`config.mk`:
```
export PLATFORM = sky130hd
export DESIGN_NAME = jedro_1_decoder_pipe
export DESIGN_NICKNAME = d
export VERILOG_FILES = /design/src/rtl/jedro_1_decoder_pipe.sv
export SDC_FILE = /design/constraint.sdc
export NUM_CORES = 1
export LEC_CHECK = 0
export BUFFER_PORTS_ARGS = -buffer_cell sky130_fd_sc_hd__buf_4
export CORE_ASPECT_RATIO = 0.9
export CORE_MARGIN = 2
export CORE_UTILIZATION = 48
export CTS_CLUSTER_SIZE = 25
export DETAILED_ROUTE_END_ITERATION = 12
export PLACE_DENSITY = 0.8
export SLEW_MARGIN = 15
export SYNTH_ARGS = -nofsm -noshare
export SYNTH_HDL_FRONTEND = slang
export SYNTH_SLANG_ARGS = --single-unit
```
`constraint.sdc`:
```
create_clock -name clk_i -period 1.8 [get_ports clk_i]
set_input_delay 0.18 -clock clk_i [delete_from_list [all_inputs] [get_ports clk_i]]
set_output_delay 0.18 -clock clk_i [all_outputs]
set_load 0.02 [all_outputs]
```
`src/rtl/jedro_1_decoder_pipe.sv`:
```
// Registered RV32I/RV32E instruction decoder between fetch and ALU/LSU; halts after an illegal
// instruction until flush_i. Define JEDRO_DEC_ZICSR_EN to add Zicsr decode and the csr_* ports.
module jedro_1_decoder_pipe #(
    parameter int DATA_WIDTH     = 32,
    parameter int REG_ADDR_WIDTH = 5,
    parameter int ALU_OP_WIDTH   = 4
) (
    input  logic                      clk_i,
    input  logic                      rstn_i,
    input  logic                      flush_i,
    input  logic                      instr_valid_i,
    output logic                      instr_ready_o,
    input  logic [31:0]               instr_rdata_i,
    input  logic [DATA_WIDTH-1:0]     instr_addr_i,
    output logic                      dec_valid_o,
    input  logic                      dec_ready_i,
    output logic                      illegal_instr_o,
    output logic [ALU_OP_WIDTH-1:0]   alu_op_sel_o,
    output logic [1:0]                alu_src_a_o,
    output logic                      alu_src_b_o,
    output logic [REG_ADDR_WIDTH-1:0] rs1_addr_o,
    output logic [REG_ADDR_WIDTH-1:0] rs2_addr_o,
    output logic [REG_ADDR_WIDTH-1:0] rd_addr_o,
    output logic                      rd_we_o,
    output logic [DATA_WIDTH-1:0]     imm_ext_o,
    output logic [DATA_WIDTH-1:0]     pc_o,
    output logic                      lsu_en_o,
    output logic [3:0]                lsu_ctrl_o,
    output logic                      branch_o,
    output logic                      jump_o,
`ifdef JEDRO_DEC_ZICSR_EN
    output logic                      csr_en_o,
    output logic [11:0]               csr_addr_o,
`endif
    output logic [1:0]                sys_o
);

    localparam logic [0:0] ST_RUN  = 1'b0;
    localparam logic [0:0] ST_HALT = 1'b1;

    localparam logic [6:0] OPC_OP     = 7'b0110011;
    localparam logic [6:0] OPC_OP_IMM = 7'b0010011;
    localparam logic [6:0] OPC_LOAD   = 7'b0000011;
    localparam logic [6:0] OPC_STORE  = 7'b0100011;
    localparam logic [6:0] OPC_LUI    = 7'b0110111;
    localparam logic [6:0] OPC_AUIPC  = 7'b0010111;
    localparam logic [6:0] OPC_JAL    = 7'b1101111;
    localparam logic [6:0] OPC_JALR   = 7'b1100111;
    localparam logic [6:0] OPC_BRANCH = 7'b1100011;
    localparam logic [6:0] OPC_MISC   = 7'b0001111;
    localparam logic [6:0] OPC_SYSTEM = 7'b1110011;

    localparam bit RV32E = (REG_ADDR_WIDTH < 5);

    typedef struct packed {
        logic                      illegal;
        logic [ALU_OP_WIDTH-1:0]   alu_op;
        logic [1:0]                src_a;
        logic                      src_b;
        logic [REG_ADDR_WIDTH-1:0] rs1;
        logic [REG_ADDR_WIDTH-1:0] rs2;
        logic [REG_ADDR_WIDTH-1:0] rd;
        logic                      rd_we;
        logic [DATA_WIDTH-1:0]     imm;
        logic [DATA_WIDTH-1:0]     pc;
        logic                      lsu_en;
        logic [3:0]                lsu_ctrl;
        logic                      branch;
        logic                      jump;
        logic [1:0]                sys;
`ifdef JEDRO_DEC_ZICSR_EN
        logic                      csr_en;
        logic [11:0]               csr_addr;
`endif
    } pkt_t;

    logic [31:0]        instr;
    logic [2:0]         funct3;
    logic [6:0]         funct7;
    logic signed [31:0] imm_i, imm_s, imm_b, imm_u, imm_j;
    logic               legal, writes, use_rd, use_rs1, use_rs2;
    pkt_t               dec;

    logic [0:0] state_q, state_d;
    logic       dec_valid_q, dec_valid_d;
    pkt_t       pkt_q, pkt_d;
    logic       capture;

    assign instr  = instr_rdata_i;
    assign funct3 = instr[14:12];
    assign funct7 = instr[31:25];
    assign imm_i  = {{20{instr[31]}}, instr[31:20]};
    assign imm_s  = {{20{instr[31]}}, instr[31:25], instr[11:7]};
    assign imm_b  = {{19{instr[31]}}, instr[31], instr[7], instr[30:25], instr[11:8], 1'b0};
    assign imm_u  = {instr[31:12], 12'h000};
    assign imm_j  = {{11{instr[31]}}, instr[31], instr[19:12], instr[20], instr[30:21], 1'b0};

    always_comb begin
        dec          = '0;
        dec.rs1      = instr[15 +: REG_ADDR_WIDTH];
        dec.rs2      = instr[20 +: REG_ADDR_WIDTH];
        dec.rd       = instr[7 +: REG_ADDR_WIDTH];
        dec.imm      = DATA_WIDTH'(imm_i);
        dec.pc       = instr_addr_i;
`ifdef JEDRO_DEC_ZICSR_EN
        dec.csr_addr = instr[31:20];
`endif
        legal   = 1'b1;
        writes  = 1'b0;
        use_rd  = 1'b0;
        use_rs1 = 1'b0;
        use_rs2 = 1'b0;
        case (instr[6:0])
            OPC_OP: begin
                legal = (funct7 == 7'h00) ||
                        (funct7 == 7'h20 && (funct3 == 3'b000 || funct3 == 3'b101));
                dec.alu_op[3:0] = {instr[30], funct3};
                writes = 1'b1; use_rd = 1'b1; use_rs1 = 1'b1; use_rs2 = 1'b1;
            end
            OPC_OP_IMM: begin
                if (funct3 == 3'b001) legal = (funct7 == 7'h00);
                if (funct3 == 3'b101) legal = (funct7 == 7'h00) || (funct7 == 7'h20);
                dec.alu_op[3:0] = {(funct3 == 3'b101) & instr[30], funct3};
                dec.src_b = 1'b1;
                writes = 1'b1; use_rd = 1'b1; use_rs1 = 1'b1;
            end
            OPC_LOAD: begin
                legal = (funct3 != 3'b011) && (funct3 != 3'b110) && (funct3 != 3'b111);
                dec.src_b    = 1'b1;
                dec.lsu_en   = 1'b1;
                dec.lsu_ctrl = {1'b0, funct3};
                writes = 1'b1; use_rd = 1'b1; use_rs1 = 1'b1;
            end
            OPC_STORE: begin
                legal = (funct3[2] == 1'b0) && (funct3[1:0] != 2'b11);
                dec.src_b    = 1'b1;
                dec.imm      = DATA_WIDTH'(imm_s);
                dec.lsu_en   = 1'b1;
                dec.lsu_ctrl = {1'b1, funct3};
                use_rs1 = 1'b1; use_rs2 = 1'b1;
            end
            OPC_LUI, OPC_AUIPC: begin
                dec.src_a = (instr[5]) ? 2'b10 : 2'b01;
                dec.src_b = 1'b1;
                dec.imm   = DATA_WIDTH'(imm_u);
                writes = 1'b1; use_rd = 1'b1;
            end
            OPC_JAL: begin
                dec.src_a = 2'b01;
                dec.src_b = 1'b1;
                dec.imm   = DATA_WIDTH'(imm_j);
                dec.jump  = 1'b1;
                writes = 1'b1; use_rd = 1'b1;
            end
            OPC_JALR: begin
                legal = (funct3 == 3'b000);
                dec.src_b = 1'b1;
                dec.jump  = 1'b1;
                writes = 1'b1; use_rd = 1'b1; use_rs1 = 1'b1;
            end
            OPC_BRANCH: begin
                legal = (funct3[2:1] != 2'b01);
                dec.alu_op[3:0] = {1'b0, funct3};
                dec.imm    = DATA_WIDTH'(imm_b);
                dec.branch = 1'b1;
                use_rs1 = 1'b1; use_rs2 = 1'b1;
            end
            OPC_MISC: ;
            OPC_SYSTEM: begin
                if (funct3 == 3'b000 && instr[31:20] == 12'h000) begin
                    dec.sys = 2'b01;
                end else if (funct3 == 3'b000 && instr[31:20] == 12'h001) begin
                    dec.sys = 2'b10;
`ifdef JEDRO_DEC_ZICSR_EN
                end else if (funct3 != 3'b000 && funct3 != 3'b100) begin
                    // funct3[2] selects the zimm forms, where rs1 field is an operand, not a register
                    dec.csr_en = 1'b1;
                    writes  = 1'b1;
                    use_rd  = 1'b1;
                    use_rs1 = ~funct3[2];
                    if (funct3[2]) dec.imm = DATA_WIDTH'(instr[19:15]);
`endif
                end else begin
                    legal = 1'b0;
                end
            end
            default: legal = 1'b0;
        endcase
        if (RV32E && ((use_rd && instr[11]) || (use_rs1 && instr[19]) || (use_rs2 && instr[24])))
            legal = 1'b0;
        dec.illegal = ~legal;
        dec.rd_we   = legal & writes & (instr[11:7] != 5'd0);
        if (!legal) begin
            dec.lsu_en = 1'b0;
            dec.branch = 1'b0;
            dec.jump   = 1'b0;
            dec.sys    = 2'b00;
`ifdef JEDRO_DEC_ZICSR_EN
            dec.csr_en = 1'b0;
`endif
        end
    end

    assign instr_ready_o = rstn_i & (state_q == ST_RUN) & ~flush_i & (~dec_valid_q | dec_ready_i);
    assign capture       = instr_valid_i & instr_ready_o;

    always_comb begin
        state_d     = state_q;
        dec_valid_d = dec_valid_q;
        pkt_d       = pkt_q;
        if (flush_i) begin
            dec_valid_d = 1'b0;
            state_d     = ST_RUN;
        end else if (capture) begin
            pkt_d       = dec;
            dec_valid_d = 1'b1;
            state_d     = dec.illegal ? ST_HALT : ST_RUN;
        end else if (dec_ready_i) begin
            dec_valid_d = 1'b0;
        end
    end

    always_ff @(posedge clk_i) begin
        if (!rstn_i) begin
            state_q     <= ST_RUN;
            dec_valid_q <= 1'b0;
            pkt_q       <= '0;
        end else begin
            state_q     <= state_d;
            dec_valid_q <= dec_valid_d;
            pkt_q       <= pkt_d;
        end
    end

    assign dec_valid_o     = dec_valid_q;
    assign illegal_instr_o = pkt_q.illegal;
    assign alu_op_sel_o    = pkt_q.alu_op;
    assign alu_src_a_o     = pkt_q.src_a;
    assign alu_src_b_o     = pkt_q.src_b;
    assign rs1_addr_o      = pkt_q.rs1;
    assign rs2_addr_o      = pkt_q.rs2;
    assign rd_addr_o       = pkt_q.rd;
    assign rd_we_o         = pkt_q.rd_we;
    assign imm_ext_o       = pkt_q.imm;
    assign pc_o            = pkt_q.pc;
    assign lsu_en_o        = pkt_q.lsu_en;
    assign lsu_ctrl_o      = pkt_q.lsu_ctrl;
    assign branch_o        = pkt_q.branch;
    assign jump_o          = pkt_q.jump;
    assign sys_o           = pkt_q.sys;
`ifdef JEDRO_DEC_ZICSR_EN
    assign csr_en_o        = pkt_q.csr_en;
    assign csr_addr_o      = pkt_q.csr_addr;
`endif

endmodule

```
==> impl_metrics.env <==
export IMPL_synth_edf_count=0
export IMPL_min_path_cells=3
export IMPL_io_buffers=167
export IMPL_grt_start_max_net_pins=91
export IMPL_yosysUniqueCellTypes=50
export IMPL_ios=168
export IMPL_instances_no_fill=758
export IMPL_netlist_top_cells_area="dfxtp_1 (48%), a21boi_0 (11%), nand2_1 (11%)"
export IMPL_rsz0062_at_grt="no"
export IMPL_fin_nets=705
export IMPL_vias_per_cell=5.29
export IMPL_clock_sinks=99
export IMPL_cts_resized=0
export IMPL_yosysSeqAreaShare=0.478
export IMPL_synth_top_family_by_area="compound AO/OA/AOI/OAI gates"
export IMPL_min_period_ns=1.60
export IMPL_path_max_fanout=29
export IMPL_drt_iter0_markers=179
export IMPL_layout_drive_gt1_share=0.332
export IMPL_p_per_area_nw_per_um2=747
export IMPL_ys_seq_elements=99
export IMPL_synth_xor_area_frac=0
export IMPL_p_leak_nw=2.36
export IMPL_fp_dieH_um=92.2
export IMPL_final_setup_skew_ns=0.00740
export IMPL_dieArea_um2=9400
export IMPL_root_buffer="clkbuf_8"
export IMPL_die_w_um=102
export IMPL_hpwl_um=8500
export IMPL_worst_pin_slew_ns=0.722
export IMPL_grt_usage=0.243
export IMPL_vias=4010
export IMPL_synth_area_per_cell_um2=8.56
export IMPL_synthFlopType="dfxtp_1"
export IMPL_irDropWorstVdd_mv=0.499
export IMPL_hold_path_class="input port to register"
export IMPL_antenna_left=0
export IMPL_drv_slew=0
export IMPL_clock_path_buffers=2
export IMPL_ctsHoldBuffers=0
export IMPL_maxCapViolations=0
export IMPL_clk_latency_ns=0.36
export IMPL_cts_tree="built"
export IMPL_synthTopCellsByCount="nand2_1 (124), dfxtp_1 (99), a21boi_0 (62), nor2_1 (28), o21ai_0 (22)"
export IMPL_drc=0
export IMPL_synthAdderAreaFrac=0
export IMPL_cts_inserted_buffers=9
export IMPL_fp_coreArea_um2=8490
export IMPL_synth_fp_nets=553
export IMPL_rr_worst_depth=6
export IMPL_crit_type="register to register"
export IMPL_worstPathRequired_ns=2.09
export IMPL_drt_wl_total_um=11700
export IMPL_grt_pass1_vias=3636
export IMPL_critPathLaunchType="register"
export IMPL_synth_area_mux_share=0.00755
export IMPL_hold_viol=0
export IMPL_syn_inst=484
export IMPL_drt_pre_antenna_iters=4
export IMPL_status="complete, no violations"
export IMPL_cts_setup_buffers=0
export IMPL_cp_arrival_ns=1.88
export IMPL_syn2layout_area_growth_pct=35.9
export IMPL_synth_compound_area_frac=0.231
export IMPL_yosysTopAreaCellShare=0.478
export IMPL_synth_top_area_cell="dfxtp_1"
export IMPL_crit_chain="nand2b_1 > and3b_1 > nand2_2 > buf_4 > nand2_1 > a21boi_0"
export IMPL_synth_simple_area_share=0.228
export IMPL_std_cell_rows=32
export IMPL_period_share=0.888
export IMPL_ys_warnings_count=0
export IMPL_syn_cell_area_um2=4150
export IMPL_htree_levels=3
export IMPL_cpMaxStageDelayCell="buf_4"
export IMPL_end_kind="register"
export IMPL_synth_most_common_cell="nand2_1"
export IMPL_initial_core_util=0.488
export IMPL_overflow=0
export IMPL_dpl_cell_count=744
export IMPL_async_flop_share=0
export IMPL_wire_per_inst_um=15.4
export IMPL_clkSlewWorstSetupHoldPaths_ns=0.10
export IMPL_antenna_found_initial=0
export IMPL_place_congestion=0.966
export IMPL_max_slew_margin=0.518
export IMPL_n_antenna_cell=0
export IMPL_tns_ns=0
export IMPL_critPathMaxStageDelay_ns=0.37
export IMPL_clock_fmax_ghz=0.626
export IMPL_finalSetupViolCount=0
export IMPL_grt_pass1_wl_um=18100
critical path: cells and delay by family (launching register included):
kind / cells / cell delay, ns
simple gates: 4 / 0.62
buf+inv: 1 / 0.37
flops: 1 / 0.35
compound gates: 1 / 0.18
routing by layer:
layer	global-route usage	up-vias	share of wire	routed length, um
li1	-	1963	-	-
met1	0.326	1870	0.44	5120
met2	0.391	165	0.47	5530
met3	0.0671	12	0.080	938
met4	0.0544	0	0.0096	112
met5	0	-	0	0
final cells by class:
class,instances,area [um2]
fillers,728,2860
flip-flops and latches,99,1980
multi-input cells,343,1940
repair buffers,180,1390
well taps,119,149
clock buffers,9,124
clock inverters,5,40.0
inverters,3,11.3
flip-flops by register name (all words and copies together), names as in the netlist, 2 cells and up:
signal and count:
alu_op_sel_o 4, alu_src_a_o 2, sys_o 2, lsu_ctrl_o 4
imm_ext_o 32, rs2_addr_o 5, rd_addr_o 5, pc_o 32
rs1_addr_o 5
cell families (layout without fill, tap and decap cells):
logic type,count (synthesis),in the layout
AO/OA/AOI/OAI,133,133
multiplexers,3,3
flip-flops,99,99
buffers and inverters,42,197
AND/OR/NAND/NOR,207,207
per-stage QoR:
step                total power, mW  instance area (um2)  hold WS (ns)  worst slack, ns  utilization
finish                         4.21                 5630        0.0705            0.201        0.664
global route                   4.40                 5630        0.0616           0.0400        0.664
CTS                            4.24                 5630        0.0612            0.206        0.664
detailed placement             2.99                 5470         0.436           0.0944        0.644
global placement               2.97                 5470         0.441            0.160        0.644
floorplan                      2.67                 4150         0.315            0.123            -
path summary, 6_finish.rpt:
kind | from | slack, ns | to
worst max-delay path | dec_valid_o$_SDFFE_PP0P_ | 0.20 | pc_o[7]$_SDFFE_PN0P_
worst min-delay path | instr_addr_i[3] | 0.07 | pc_o[3]$_SDFFE_PN0P_
worst max register to register | dec_valid_o$_SDFFE_PP0P_ | 0.20 | pc_o[7]$_SDFFE_PN0P_
worst min register to register | state_q$_SDFFE_PP0P_ | 0.46 | state_q$_SDFFE_PP0P_
layout by cell type (no fill, tap or decap), drive strengths merged, types with 3 or more instances in the layout:
cell type | Yosys | layout
inv | 3 | 4
o221a | 8 | 8
and2 | 3 | 3
a21boi | 63 | 63
nor3 | 6 | 6
buf | 26 | 180
nand3 | 13 | 13
a22oi | 6 | 6
nand2b | 3 | 3
nor3b | 4 | 4
clkbuf | 13 | 9
a21oi | 16 | 16
clkinvlp | 0 | 3
nor2b | 7 | 7
nor4 | 4 | 4
o21ai | 22 | 22
nand2 | 125 | 125
a221oi | 5 | 5
nor2 | 28 | 28
dfxtp | 99 | 99
report_power, final:
group	switching (mW)	internal, mW
clock	0.772	0.495
sequential	0.0399	2.26
combinational	0.345	0.293
Power figures use the tool's default switching activity.
